File: config.mk
export PLATFORM = sky130hd
export DESIGN_NAME = btb_predictor_flat
export DESIGN_NICKNAME = d
export VERILOG_FILES = /design/src/rtl/btb_predictor_if.sv /design/src/rtl/btb_predictor.sv /design/src/flat_wrapper.sv
export SDC_FILE = /design/constraint.sdc
export NUM_CORES = 1
export LEC_CHECK = 0
export ABC_CLOCK_PERIOD_IN_PS = 6500
export BUFFER_PORTS_ARGS = -buffer_cell sky130_fd_sc_hd__buf_2
export CAP_MARGIN = 30
export CORE_ASPECT_RATIO = 2
export CORE_MARGIN = 1.5
export CORE_UTILIZATION = 55
export CTS_CLUSTER_SIZE = 12
export DETAILED_ROUTE_END_ITERATION = 10
export GPL_TIMING_DRIVEN = 0
export PLACE_DENSITY_LB_ADDON = 0.25
export SLEW_MARGIN = 40
export SYNTH_ARGS = -nofsm -noshare
export SYNTH_HDL_FRONTEND = slang
export SYNTH_SLANG_ARGS = --single-unit
File: constraint.sdc
create_clock -name clk -period 6.5 [get_ports clk]
set_input_delay 1.625 -clock clk [delete_from_list [all_inputs] [get_ports clk]]
set_output_delay 1.625 -clock clk [all_outputs]
set_load 0.005 [all_outputs]
File: src/rtl/btb_predictor_if.sv
// Fetch-lookup, resolve-update and flush signals between the pipeline and btb_predictor.
interface btb_predictor_if #(
  parameter int unsigned XLEN = 32
);
  logic [XLEN-1:0] lk_pc;
  logic            pred_hit;
  logic            pred_taken;
  logic [XLEN-1:0] pred_next_pc;

  logic            upd_valid;
  logic [XLEN-1:0] upd_pc;
  logic            upd_taken;
  logic [XLEN-1:0] upd_target;
  logic            upd_is_jump;
  logic [XLEN-1:0] upd_pred_next;
  logic            mispredict;
  logic [XLEN-1:0] redirect_pc;

  logic            flush_all;

  modport master (
    output lk_pc, upd_valid, upd_pc, upd_taken, upd_target, upd_is_jump,
           upd_pred_next, flush_all,
    input  pred_hit, pred_taken, pred_next_pc, mispredict, redirect_pc
  );

  modport slave (
    input  lk_pc, upd_valid, upd_pc, upd_taken, upd_target, upd_is_jump,
           upd_pred_next, flush_all,
    output pred_hit, pred_taken, pred_next_pc, mispredict, redirect_pc
  );
endinterface

File: src/rtl/btb_predictor.sv
// Direct-mapped BTB with 2-bit saturating counters: next-PC prediction and resolve-time training.
// Optional statistics counters are enabled by defining BTB_STATS_EN.
module btb_predictor #(
  parameter int unsigned XLEN      = 32,
  parameter int unsigned ENTRIES   = 16,
  parameter logic [1:0]  RESET_CNT = 2'b01
) (
  input  logic           clk,
  input  logic           rst,
  btb_predictor_if.slave bus
`ifdef BTB_STATS_EN
  ,
  output logic [31:0]    stat_lookups,
  output logic [31:0]    stat_hits,
  output logic [31:0]    stat_mispredicts
`endif
);

  localparam int unsigned IDX_W = $clog2(ENTRIES);
  localparam int unsigned TAG_W = XLEN - IDX_W - 2;

  logic [ENTRIES-1:0]            valid_q, valid_d;
  logic [ENTRIES-1:0][TAG_W-1:0] tag_q, tag_d;
  logic [ENTRIES-1:0][XLEN-1:0]  target_q, target_d;
  logic [ENTRIES-1:0][1:0]       cnt_q, cnt_d;
  logic [ENTRIES-1:0]            jump_q, jump_d;

  logic [IDX_W-1:0] lk_idx;
  logic [TAG_W-1:0] lk_tag;
  logic             lk_hit;
  logic             lk_taken;

  logic [IDX_W-1:0] upd_idx;
  logic [TAG_W-1:0] upd_tag;
  logic             upd_hit;
  logic [XLEN-1:0]  actual_next;
  logic             mispredict_c;

  // Instruction alignment bits never take part in indexing or tagging.
  logic unused_align_bits;
  assign unused_align_bits = &{1'b0, bus.lk_pc[1:0], bus.upd_pc[1:0]};

  // Fetch-side lookup against registered table state.
  always_comb begin
    lk_idx   = bus.lk_pc[IDX_W+1:2];
    lk_tag   = bus.lk_pc[XLEN-1:IDX_W+2];
    lk_hit   = valid_q[lk_idx] && (tag_q[lk_idx] == lk_tag);
    lk_taken = lk_hit && (jump_q[lk_idx] || cnt_q[lk_idx][1]);

    bus.pred_hit     = lk_hit;
    bus.pred_taken   = lk_taken;
    bus.pred_next_pc = lk_taken ? target_q[lk_idx] : (bus.lk_pc + XLEN'(4));
  end

  // Resolve-side check; redirect_pc always carries the architecturally correct next PC.
  always_comb begin
    upd_idx      = bus.upd_pc[IDX_W+1:2];
    upd_tag      = bus.upd_pc[XLEN-1:IDX_W+2];
    upd_hit      = valid_q[upd_idx] && (tag_q[upd_idx] == upd_tag);
    actual_next  = bus.upd_taken ? bus.upd_target : (bus.upd_pc + XLEN'(4));
    mispredict_c = bus.upd_valid && (actual_next != bus.upd_pred_next);

    bus.mispredict  = mispredict_c;
    bus.redirect_pc = actual_next;
  end

  // Table training; flush beats a same-cycle update.
  always_comb begin
    valid_d  = valid_q;
    tag_d    = tag_q;
    target_d = target_q;
    cnt_d    = cnt_q;
    jump_d   = jump_q;

    if (bus.flush_all) begin
      valid_d = '0;
      cnt_d   = {ENTRIES{RESET_CNT}};
    end else if (bus.upd_valid) begin
      if (upd_hit) begin
        if (bus.upd_taken) begin
          cnt_d[upd_idx]    = (cnt_q[upd_idx] == 2'b11) ? 2'b11 : (cnt_q[upd_idx] + 2'd1);
          target_d[upd_idx] = bus.upd_target;
        end else begin
          cnt_d[upd_idx]    = (cnt_q[upd_idx] == 2'b00) ? 2'b00 : (cnt_q[upd_idx] - 2'd1);
        end
        jump_d[upd_idx] = bus.upd_is_jump;
      end else if (bus.upd_taken) begin
        // Allocation evicts whatever aliased entry occupied this index.
        valid_d[upd_idx]  = 1'b1;
        tag_d[upd_idx]    = upd_tag;
        target_d[upd_idx] = bus.upd_target;
        cnt_d[upd_idx]    = bus.upd_is_jump ? 2'b11 : 2'b10;
        jump_d[upd_idx]   = bus.upd_is_jump;
      end
    end
  end

  // Table state; tag/target/jump are qualified by valid and need no reset.
  always_ff @(posedge clk) begin
    if (!rst) begin
      valid_q <= '0;
      cnt_q   <= {ENTRIES{RESET_CNT}};
    end else begin
      valid_q  <= valid_d;
      tag_q    <= tag_d;
      target_q <= target_d;
      cnt_q    <= cnt_d;
      jump_q   <= jump_d;
    end
  end

`ifdef BTB_STATS_EN
  logic [31:0] stat_lookups_q, stat_lookups_d;
  logic [31:0] stat_hits_q, stat_hits_d;
  logic [31:0] stat_mispredicts_q, stat_mispredicts_d;

  // Free-running event counters, wrapping at 2^32 and untouched by flush_all.
  always_comb begin
    stat_lookups_d     = stat_lookups_q + 32'd1;
    stat_hits_d        = stat_hits_q + 32'(lk_hit);
    stat_mispredicts_d = stat_mispredicts_q + 32'(mispredict_c);
  end

  always_ff @(posedge clk) begin
    if (!rst) begin
      stat_lookups_q     <= '0;
      stat_hits_q        <= '0;
      stat_mispredicts_q <= '0;
    end else begin
      stat_lookups_q     <= stat_lookups_d;
      stat_hits_q        <= stat_hits_d;
      stat_mispredicts_q <= stat_mispredicts_d;
    end
  end

  assign stat_lookups     = stat_lookups_q;
  assign stat_hits        = stat_hits_q;
  assign stat_mispredicts = stat_mispredicts_q;
`endif

endmodule

File: src/flat_wrapper.sv
// flat-port wrapper written by rule: the top's interface ports become plain ports
module btb_predictor_flat 
#(
  parameter int unsigned XLEN      = 32,
  parameter int unsigned ENTRIES   = 16,
  parameter logic [1:0]  RESET_CNT = 2'b01
)
  (clk, rst, bus_lk_pc, bus_upd_valid, bus_upd_pc, bus_upd_taken, bus_upd_target, bus_upd_is_jump, bus_upd_pred_next, bus_flush_all, bus_pred_hit, bus_pred_taken, bus_pred_next_pc, bus_mispredict, bus_redirect_pc);
  btb_predictor_if #(.XLEN(XLEN)) bus_i ();
  input  logic clk;
  input  logic rst;
  input wire logic [$bits(bus_i.lk_pc)-1:0] bus_lk_pc;
  input wire logic [$bits(bus_i.upd_valid)-1:0] bus_upd_valid;
  input wire logic [$bits(bus_i.upd_pc)-1:0] bus_upd_pc;
  input wire logic [$bits(bus_i.upd_taken)-1:0] bus_upd_taken;
  input wire logic [$bits(bus_i.upd_target)-1:0] bus_upd_target;
  input wire logic [$bits(bus_i.upd_is_jump)-1:0] bus_upd_is_jump;
  input wire logic [$bits(bus_i.upd_pred_next)-1:0] bus_upd_pred_next;
  input wire logic [$bits(bus_i.flush_all)-1:0] bus_flush_all;
  output wire logic [$bits(bus_i.pred_hit)-1:0] bus_pred_hit;
  output wire logic [$bits(bus_i.pred_taken)-1:0] bus_pred_taken;
  output wire logic [$bits(bus_i.pred_next_pc)-1:0] bus_pred_next_pc;
  output wire logic [$bits(bus_i.mispredict)-1:0] bus_mispredict;
  output wire logic [$bits(bus_i.redirect_pc)-1:0] bus_redirect_pc;
  assign bus_i.lk_pc = bus_lk_pc;
  assign bus_i.upd_valid = bus_upd_valid;
  assign bus_i.upd_pc = bus_upd_pc;
  assign bus_i.upd_taken = bus_upd_taken;
  assign bus_i.upd_target = bus_upd_target;
  assign bus_i.upd_is_jump = bus_upd_is_jump;
  assign bus_i.upd_pred_next = bus_upd_pred_next;
  assign bus_i.flush_all = bus_flush_all;
  assign bus_pred_hit = bus_i.pred_hit;
  assign bus_pred_taken = bus_i.pred_taken;
  assign bus_pred_next_pc = bus_i.pred_next_pc;
  assign bus_mispredict = bus_i.mispredict;
  assign bus_redirect_pc = bus_i.redirect_pc;
  btb_predictor #(.XLEN(XLEN), .ENTRIES(ENTRIES), .RESET_CNT(RESET_CNT)) u_core (.clk(clk), .rst(rst), .bus(bus_i));
endmodule
-- Word level (Yosys, flattened, before mapping)
Cells that the tools add are included.
- add/subtract/negate cells: 4
- reductions and logical operators: 14
- muxes and demuxes: 40
- eq/ne operators: 4
- $lt $le $gt $ge: 3
- bitwise operators: 4
- operator list (cell ; number):
    $bwmux 512 ; 1
    $bwmux 416 ; 1
    $mux 32 ; 7
    $bmux 26 s4 ; 2
    $bmux 32 s4 ; 1
    $demux 32 s4 ; 1
    $demux 26 s4 ; 1
    $bwmux 32 ; 3
    $mux 26 ; 3
    $add 32x3->32 const B ; 2
    $eq 26x26->1 ; 2
    $mux 16 ; 2
    $ne 32x32->1 ; 1
    $bmux 2 s4 ; 2
    $bwmux 16 ; 1
    $or 16x16->16 ; 1
    $bmux 1 s4 ; 3
    $lt 4x5->1 const B ; 2
    $mux 2 ; 5
    $demux 2 s4 ; 1
    $reduce_and 4->1 ; 2
    $logic_and 1x1->1 ; 5
    $mux 1 ; 5
    $reduce_and 5->1 ; 1
    other kinds (12) ; 14
- logic and storage cells: 119
- output and inout bits: 67
- bits of input ports: 134
- flip-flop bits (word level): 992

-- Longest topological paths before layout
Gate-level depths: netlist of run 1.
- word-level depth: 7
- gate-level depth with buffers: 16

-- Least setup slack after synthesis of run 1
Ideal clock, no wire load.
- path type: in2out
- from: input port bus_lk_pc[2]
- to: output port bus_pred_next_pc[10]
- buffers on the path: 5
- path slack: -143 ps
- data required time: 4875 ps
- stages: 13
- arrival: 5018 ps
- cell sequence: buf_6 buf_4 buf_2 buf_2 mux4_2 mux2i_1 a21oi_1 xnor2_1 nand4_1 or4_1 nor3b_2 buf_6 mux2_4
- cells in the longest elaborated chain, start to end: 6
- RTL lines (element ; line ; source):
    start, declared ; flat_wrapper.sv:12 ; input wire logic [$bits(bus_i.lk_pc)-1:0] bus_lk_pc;
    $bmux 26 s4 ; btb_predictor.sv:47 ; lk_hit = valid_q[lk_idx] && (tag_q[lk_idx] == lk_tag);
    $mux 26 (not written as such) ; btb_predictor.sv:47 ;
    $eq 26x26->1 ; btb_predictor.sv:47 ;
    $logic_and 1x1->1 ; btb_predictor.sv:47 ;
    $logic_and 1x1->1 ; btb_predictor.sv:48 ; lk_taken = lk_hit && (jump_q[lk_idx] || cnt_q[lk_idx][1]);
    $mux 32 (*) ; btb_predictor.sv:52 ; bus.pred_next_pc = lk_taken ? target_q[lk_idx] : (bus.lk_pc + XLEN'(4));
    end, declared ; flat_wrapper.sv:22 ; output wire logic [$bits(bus_i.pred_next_pc)-1:0] bus_pred_next_pc;
Every way passes the cells marked *; elsewhere a longest branch is shown, timed or not. The select of a mux whose other input is x is not followed.

-- Final worst setup path of run 1
- from: input port bus_lk_pc[3]
- to: output port bus_pred_next_pc[3]
The elaborated chain is that of the path after synthesis.

==> results of run 1 <==
==> sequential cells by signal, indices dropped and copies added, names as in the netlist <==
name,count
u_core.target_q,512
u_core.tag_q,416
u_core.cnt_q,32
u_core.jump_q,16
u_core.valid_q,16
==> cell usage after synthesis, drive strengths merged, types with 4 or more instances <==
library cell,instances
dfxtp,48
buf,78
nand2,110
a211oi,21
and3,15
nor3,27
or4,4
and2,7
a221oi,6
edfxtp,944
mux4,370
o32a,16
nand2b,7
clkbuf,88
a22oi,18
nand3,52
or3,7
o211ai,20
mux2i,100
a41oi,6
xor2,56
nor2b,22
inv,28
a21oi,41
mux2,53
nor4,14
ha,5
xnor2,92
nor3b,18
a22o,5
a2111oi,4
o22ai,9
nand4,19
o21ai,76
nor2,88
a31oi,8
==> per-layer routing <==
metal	vias up	global-route usage, %
met5	-	0
met4	4	37.4
met3	623	9.19
met2	2135	66.2
met1	14600	43.4
li1	11200	-
==> worst register-to-register path, cell delays in order, from the launching register on <==
cell and delay [ns]:
edfxtp_1 0.40, mux4_2 0.49, mux2i_1 0.40, o21ai_0 0.14, a2111oi_1 0.69, a31oi_1 0.16, or4_1 0.62, or3_1 0.41
nand3_1 0.24, clkbuf_2 0.55, nor2_4 0.25, buf_16 0.23, buf_16 0.18
==> logic make-up (layout without fill, tap and decap cells) <==
group           after synthesis  after routing
xor+xnor                    148            148
flops                       992            992
simple gates                403            403
buf+inv                     195            628
fa+ha+maj                     6              6
mux                         523            523
other cells                   0             17
compound gates              258            258
==> metrics by stage <==
stage / total power, uW / instances
2_1_floorplan: 7820 / 2525
5_1_grt: 13800 / 4009
3_5_place_dp: 8440 / 3837
6_report: 13600 / 4025
3_3_place_gp: 8400 / 3770
4_1_cts: 13500 / 4006
==> area by class of cell <==
type	instances	area (sq um)
buffer	152	1360
fill	5553	27700
clock inverter	11	159
tap	1050	1310
inverter	29	121
timing repair buffer	305	3090
antenna	17	42.5
multi-input combinational	1338	15900
sequential	992	29300
clock buffer	131	2520
==> worst max-delay path by stage <==
stage / from / endpoint / slack [ns] / depth (start not counted)
after floorplan: bus_lk_pc[2] / bus_pred_next_pc[10] / 0.01 / 13
after global placement: bus_lk_pc[4] / bus_pred_next_pc[3] / -3.43 / 13
after global routing: bus_lk_pc[3] / bus_pred_next_pc[3] / -0.67 / 17
final: bus_lk_pc[3] / bus_pred_next_pc[3] / -0.72 / 17
after detailed placement: bus_lk_pc[3] / bus_pred_next_pc[31] / -2.65 / 17
after CTS: bus_lk_pc[2] / bus_pred_next_pc[31] / -0.66 / 14
==> report_power, final <==
group / internal (uW) / switching (uW)
sequential: 7010 / 9.35
clock: 2700 / 2390
combinational: 547 / 896
==> timing repair <==
action,in CTS,in global routing
buffers inserted,31,7
resized for setup,249,41
endpoints found under the setup margin,144,40
hold buffers,0,0
gates cloned,5,0
pin swaps,20,15
==> results.md, run 1 <==
* Outcome: finished, violations left
* Failing checks: negative setup slack
* WL per Instance at around 41 um
* Pwr dens at 252 nW/um^2
* Worst Path Buf+Inv at 9
* Initial Util at about 56%
* Largest net degree at the start of global routing at 27
* H-tree depth at 3
* CTS Buf Count at 94
* Reg clk slew, reported paths at approximately 0.060 ns
* Hold slack final at ~0.48 ns
* Core area at about 80000 sq um
* Max-slew violations at 0
* Die Height at slightly above 400 um
* Final WL at approximately 170 mm
* Hold Crit Start: u_core.valid_q[10]
* CP cell instances: buf_4 > buf_8 > buf_8 > buf_6 > clkbuf_16 > mux4_2 > mux2i_2 > a21oi_2 > xnor2_1 > buf_4 > nand4_1 > or4_4 > nor3b_4 > buf_6 > buf_12 > mux2_4 > buf_6
* Largest family of logic cells by synthesized area: multiplexers
* Die ar. at about 84000 sq um
* Router iterations before antenna repair at 5
* Antenna viol nets, final at 0
* Worst vdd ir at 236 uV
* Top cells by area, synth: edfxtp_1, mux4_2, mux2i_1
* # IOs at around 200
* Cell Area, Placed at 49500 sq um
* Lkg Pwr at about 0.018 uW
* Commonest cells after routing, fill and taps aside: edfxtp_1, mux4_2, buf_2
* Hpwl dp at approximately 120 mm
* Slew @ Worst Pin at just under 0.9 ns
* Worst hold path type: reg -> reg
* #FFs+latches synth at between 900 and 1000
* Synth area leader: edfxtp_1
* Synth cell types at between 70 and 80
* Setup slack, reg-to-reg at between 1 and 1.5 ns
* Mux cell area share after synthesis at 22.2%
* Post-Synth Adder-Cell Area at 0.160%
* RR Endpoint: u_core.tag_q[352]
* Unrepaired setup endpoints after global routing: true
* Root buffer selected by CTS: clkbuf_16
* Overflow after GRT at 0
* Synth Area in Compound Gates at under 10%
* Post-synth top area share at a little over three fifths
* CTS tree: yes
* Worst R2R Path Depth at 12
* Final period utilization at 111%
* Synth warn at 0
* Port Buffers at a little under 200
* RePlAce Congestion at between 1 and 1.5
* Kind of critical path: in -> out
* Sequential fraction of the synthesis area at 64.6%
* DR top layer: met5
* Main synth FF type: edfxtp_1
* CP Capture Type: primary output
* Dpl ws at -2.65 ns
* Max-Cap Viols at 0
* Residual DRC at 0
* Iteration-0 DRC Markers at 3711
* CP startpoint kind: primary input
* Vias at between 20000 and 30000
* CP max FO at 10
* Fin nets at a little over 3000
* Worst Path Required at roughly 4.9 ns
* CP most frequent cell: buf_6
* Site row count at approximately 150
* Reg-to-reg critical path startpoint: u_core.tag_q[363]
* Hold path depth at 2
* Endpoint, Worst Hold: u_core.valid_q[10]
* Num Clock Sinks at 992
* Wire length on met2 at 82.1 mm
* WL met1 at 49.8 mm
* Fraction of the mapped netlist area in simple logic gates at ~4.4%
* Crit-path slowest cell: or4_4
* Setup violators final at 130
* Max stage delay on crit path at roughly 0.44 ns
* Design Area, Final at between 50000 and 60000 sq um
* DR WL met3 at around 16 mm
* Post-DR vias/cell at 7.09
* Final Worst Setup Slack at -0.722 ns
* Fmax at about 140 MHz
* First-pass GRT wire length at approximately 230 mm
* Sum Neg Setup Slack at -30.27 ns
* Net Count, Synth at approximately 2700
* Number of synthesized flops with an enable pin at 944
* Chip width at roughly 200 um
* Synth Area in XOR/XNOR at between 2 and 3%
* CTS Buffer Depth at 3
* Relative slew margins at roughly 40%
* Min Tclk post-route at between 7 and 8 ns
* Mapped Cells at 2525
* P&R area growth vs syn at 18.6%
* Share of post-route cells with drive strength above 1 at approximately 36%
* Cell area after synthesis at ~45000 sq um
* Clock latency on the worst-skew pair at just over 0.7 ns
* Async S/R FF share, synth at 0%
* GRT Total Usage at approximately two fifths
* Skew final at 0.0284 ns
* Initial antenna violation count at 13
* Vias in the first global route at approximately 29000
* Hold Violations, Final at 0
* Crit path DAT at roughly 5.6 ns
* Commonest non-fill, non-tap cell in the layout: edfxtp_1
* CP top delay family: buffers and inverters
* Mean post-synth cell area at 18.0 sq um
* Final core utilization at between 60% and 70%
(Power assumes the default switching activity.)
==> run 2, diff against run 1 <==
Settings changed: CTS_BUF_LIST set to sky130_fd_sc_hd__clkbuf_4, GPL_TIMING_DRIVEN 0 to unset.
==> results.md, run 2 (same netlist as run 1, synthesis figures left out) <==
* Filler Cells Inserted at 5778 (was 5553)
* Residual DRC at 0 (unchanged)
* Max-Cap Viols at 0 (unchanged)
* Footprint of the multi-input gates at 15500 sq um (was 15900 sq um)
* CP Capture Type: primary output (unchanged)
* Num Clock Sinks at 992 (unchanged)
* Total power after layout at 13100 uW (was 13600 uW)
* P&R area growth vs syn at 16.5% (was 18.6%)
* Hold Violations, Final at 0 (unchanged)
* Inst Count DP at 3881 (was 3837)
* Overflow after GRT at 0 (unchanged)
* CP cell instances: buf_16 > buf_4 > mux4_2 > a211oi_1 > a21oi_2 > xor2_1 > or4b_1 > or4_4 > nor3b_4 > buf_12 > buf_12 > mux2_4 > buf_2 (was buf_4 > buf_8 > buf_8 > buf_6 > clkbuf_16 > mux4_2 > mux2i_2 > a21oi_2 > xnor2_1 > buf_4 > nand4_1 > or4_4 > nor3b_4 > buf_6 > buf_12 > mux2_4 > buf_6)
* Max-slew violations at 0 (unchanged)
* Pwr dens at 248 nW/um^2 (was 252 nW/um^2)
* Port Buffers at 200 (was 195)
* GRT Total Usage at 36.2% (was 40.6%)
* Share of post-route cells with drive strength above 1 at 40.3% (was 36.3%)
* Router iterations before antenna repair at 6 (was 5)
* Initial antenna violation count at 16 (was 13)
* Root buffer selected by CTS: clkbuf_4 (was clkbuf_16)
* Hpwl dp at 106 mm (was 122 mm)
* Site row count at 148 (unchanged)
* Clock latency on the worst-skew pair at 1.12 ns (was 0.72 ns)
* Commonest non-fill, non-tap cell in the layout: edfxtp_1 (unchanged)
* Slew @ Worst Pin at 0.865 ns (was 0.883 ns)
* Worst Path Buf+Inv at 5 (was 9)
* Sequential share of power at 53.4% (was 51.8%)
* Clock power frac at 36.5% (was 37.5%)
* NetSw at 3200 uW (was 3290 uW)
* Post-DR vias/cell at 6.72 (was 7.09)
* Fmax at 145 MHz (was 138 MHz)
* # IOs at 201 (unchanged)
* Initial Util at 55.7% (unchanged)
* Skew final at 0.0678 ns (was 0.0284 ns)
* Kind of critical path: in -> out (unchanged)
* Vias at 28700 (was 28500)
* Largest regs: u_core.target_q (512), u_core.tag_q (416), u_core.cnt_q (32) (unchanged)
* CP max FO at 18 (was 10)
* Unrepaired setup endpoints after global routing: true (unchanged)
* Worst Path Required at 4.88 ns (about the same)
* Worst vdd ir at 218 uV (was 236 uV)
* Worst hold path type: reg -> reg (unchanged)
* CP top delay family: simple AND/OR/NAND/NOR gates (was buffers and inverters)
* Relative slew margins at 41.7% (was 40.6%)
* Failing checks: negative setup slack (unchanged)
* Commonest cells after routing, fill and taps aside: edfxtp_1, mux4_2, clkbuf_4 (was edfxtp_1, mux4_2, buf_2)
* Die Height at 409 um (unchanged)
* Outcome: finished, violations left (unchanged)
* Die ar. at 84300 sq um (unchanged)
* Fin nets at 3187 (was 3051)
* Min Tclk post-route at 6.91 ns (was 7.22 ns)
* Final Worst Setup Slack at -0.407 ns (was -0.722 ns)
* CTS Buf Count at 209 (was 94)
* Hold slack final at 0.487 ns (was 0.484 ns)
* Crit path DAT at 5.28 ns (was 5.60 ns)
* First-pass GRT wire length at 209 mm (was 229 mm)
* Max reg flops at 512 (unchanged)
* Crit-path slowest cell: or4b_1 (was or4_4)
* Largest net degree at the start of global routing at 86 (was 27)
* Comb pwr share at 10.0% (was 10.6%)
* CP most frequent cell: buf_12 (was buf_6)
* RePlAce Congestion at 1.00 (was 1.08)
* Core area at 81500 sq um (unchanged)
* Vias in the first global route at 29800 (was 29400)
* CP startpoint kind: primary input (unchanged)
* Largest Register: u_core.target_q (unchanged)
* Fin cells at 4274 (was 4025)
* Max stage delay on crit path at 0.51 ns (was 0.44 ns)
* Setup violators final at 32 (was 130)
* H-tree depth at 4 (was 3)
* CTS Buffer Depth at 3 (unchanged)
* WL per Instance at 35.1 um (was 41.5 um)
* FF+latch area at 29300 sq um (unchanged)
* Antenna viol nets, final at 0 (unchanged)
* Internal at 9940 uW (was 10300 uW)
* Chip width at 206 um (unchanged)
* Final period utilization at 106% (was 111%)
* Final WL at 150 mm (was 167 mm)
* Hold Buf Count CTS at 0 (unchanged)
* Lkg Pwr at 0.0178 uW (was 0.0176 uW)
* CTS tree: yes (unchanged)
* Switching fraction of total power at 24.4% (was 24.3%)
* Reg clk slew, reported paths at 0.07 ns (was 0.06 ns)
* Iteration-0 DRC Markers at 3163 (was 3711)
run 2: final cells by class:
cell class / instances / area share (%)
timing repair buffer: 478 / 7.24
sequential: 992 / 55.4
clock buffer: 296 / 4.20
antenna: 11 / 0.0521
inverter: 29 / 0.206
clock inverter: 80 / 1.02
multi-input combinational: 1338 / 29.4
tap: 1050 / 2.48
run 2: power groups by stage:
stage / clock network [uW] / registers (uW) / logic [uW]
after floorplan: 0 / 7160 / 664
after global placement: 0 / 7160 / 1250
after detailed placement: 0 / 7160 / 1270
after CTS: 4890 / 7020 / 1290
after global routing: 5160 / 7010 / 1360
final: 4800 / 7020 / 1320
run 2: worst paths after layout:
check / from / to / slack, ns / depth (start not counted)
worst max-delay path: bus_lk_pc[2] / bus_pred_next_pc[12] / -0.41 / 13
worst min-delay path: u_core.valid_q[8] / u_core.valid_q[8] / 0.49 / 2
worst max register to register: u_core.tag_q[275] / u_core.tag_q[343] / 2.42 / 11
worst min register to register: u_core.valid_q[8] / u_core.valid_q[8] / 0.49 / 2
run 2: timing repair:
item	4_1_cts	5_1_grt
resized for setup	31	13
endpoints found under the setup margin	33	33
setup buffers	5	0
gates cloned	1	0
run 2: stage by stage:
stage / utilization [%] / cell area [sq um] / worst slack, ns / setup TNS [ns]
after floorplan: - / 45400 / 0.0123 / 0
after global placement: 61.1 / 49800 / -0.494 / -14.99
after detailed placement: 61.1 / 49800 / -0.509 / -15.09
after CTS: 64.8 / 52800 / -0.352 / -10.06
after global routing: 64.9 / 52900 / -0.448 / -13.17
final: 64.9 / 52900 / -0.407 / -11.91
run 2: per-layer routing:
layer  vias up  part of all wire [%]  global-route usage [%]
li1      11600                     -                       -
met1     14600                    32                    40.5
met2      1921                    50                    59.7
met3       542                   9.6                    8.81
met4        18                   8.5                    26.9
met5         -                 0.077                       0
run 2: worst register-to-register path, cell delays in order (launching register included):
cell,delay [ns]
edfxtp_1,0.42
mux4_2,0.48
mux4_2,0.54
xor2_1,0.59
inv_1,0.10
o211ai_1,0.20
a2111o_1,0.20
or3_1,0.19
nand3_2,0.18
buf_4,0.23
nor2_4,0.37
buf_4,0.27
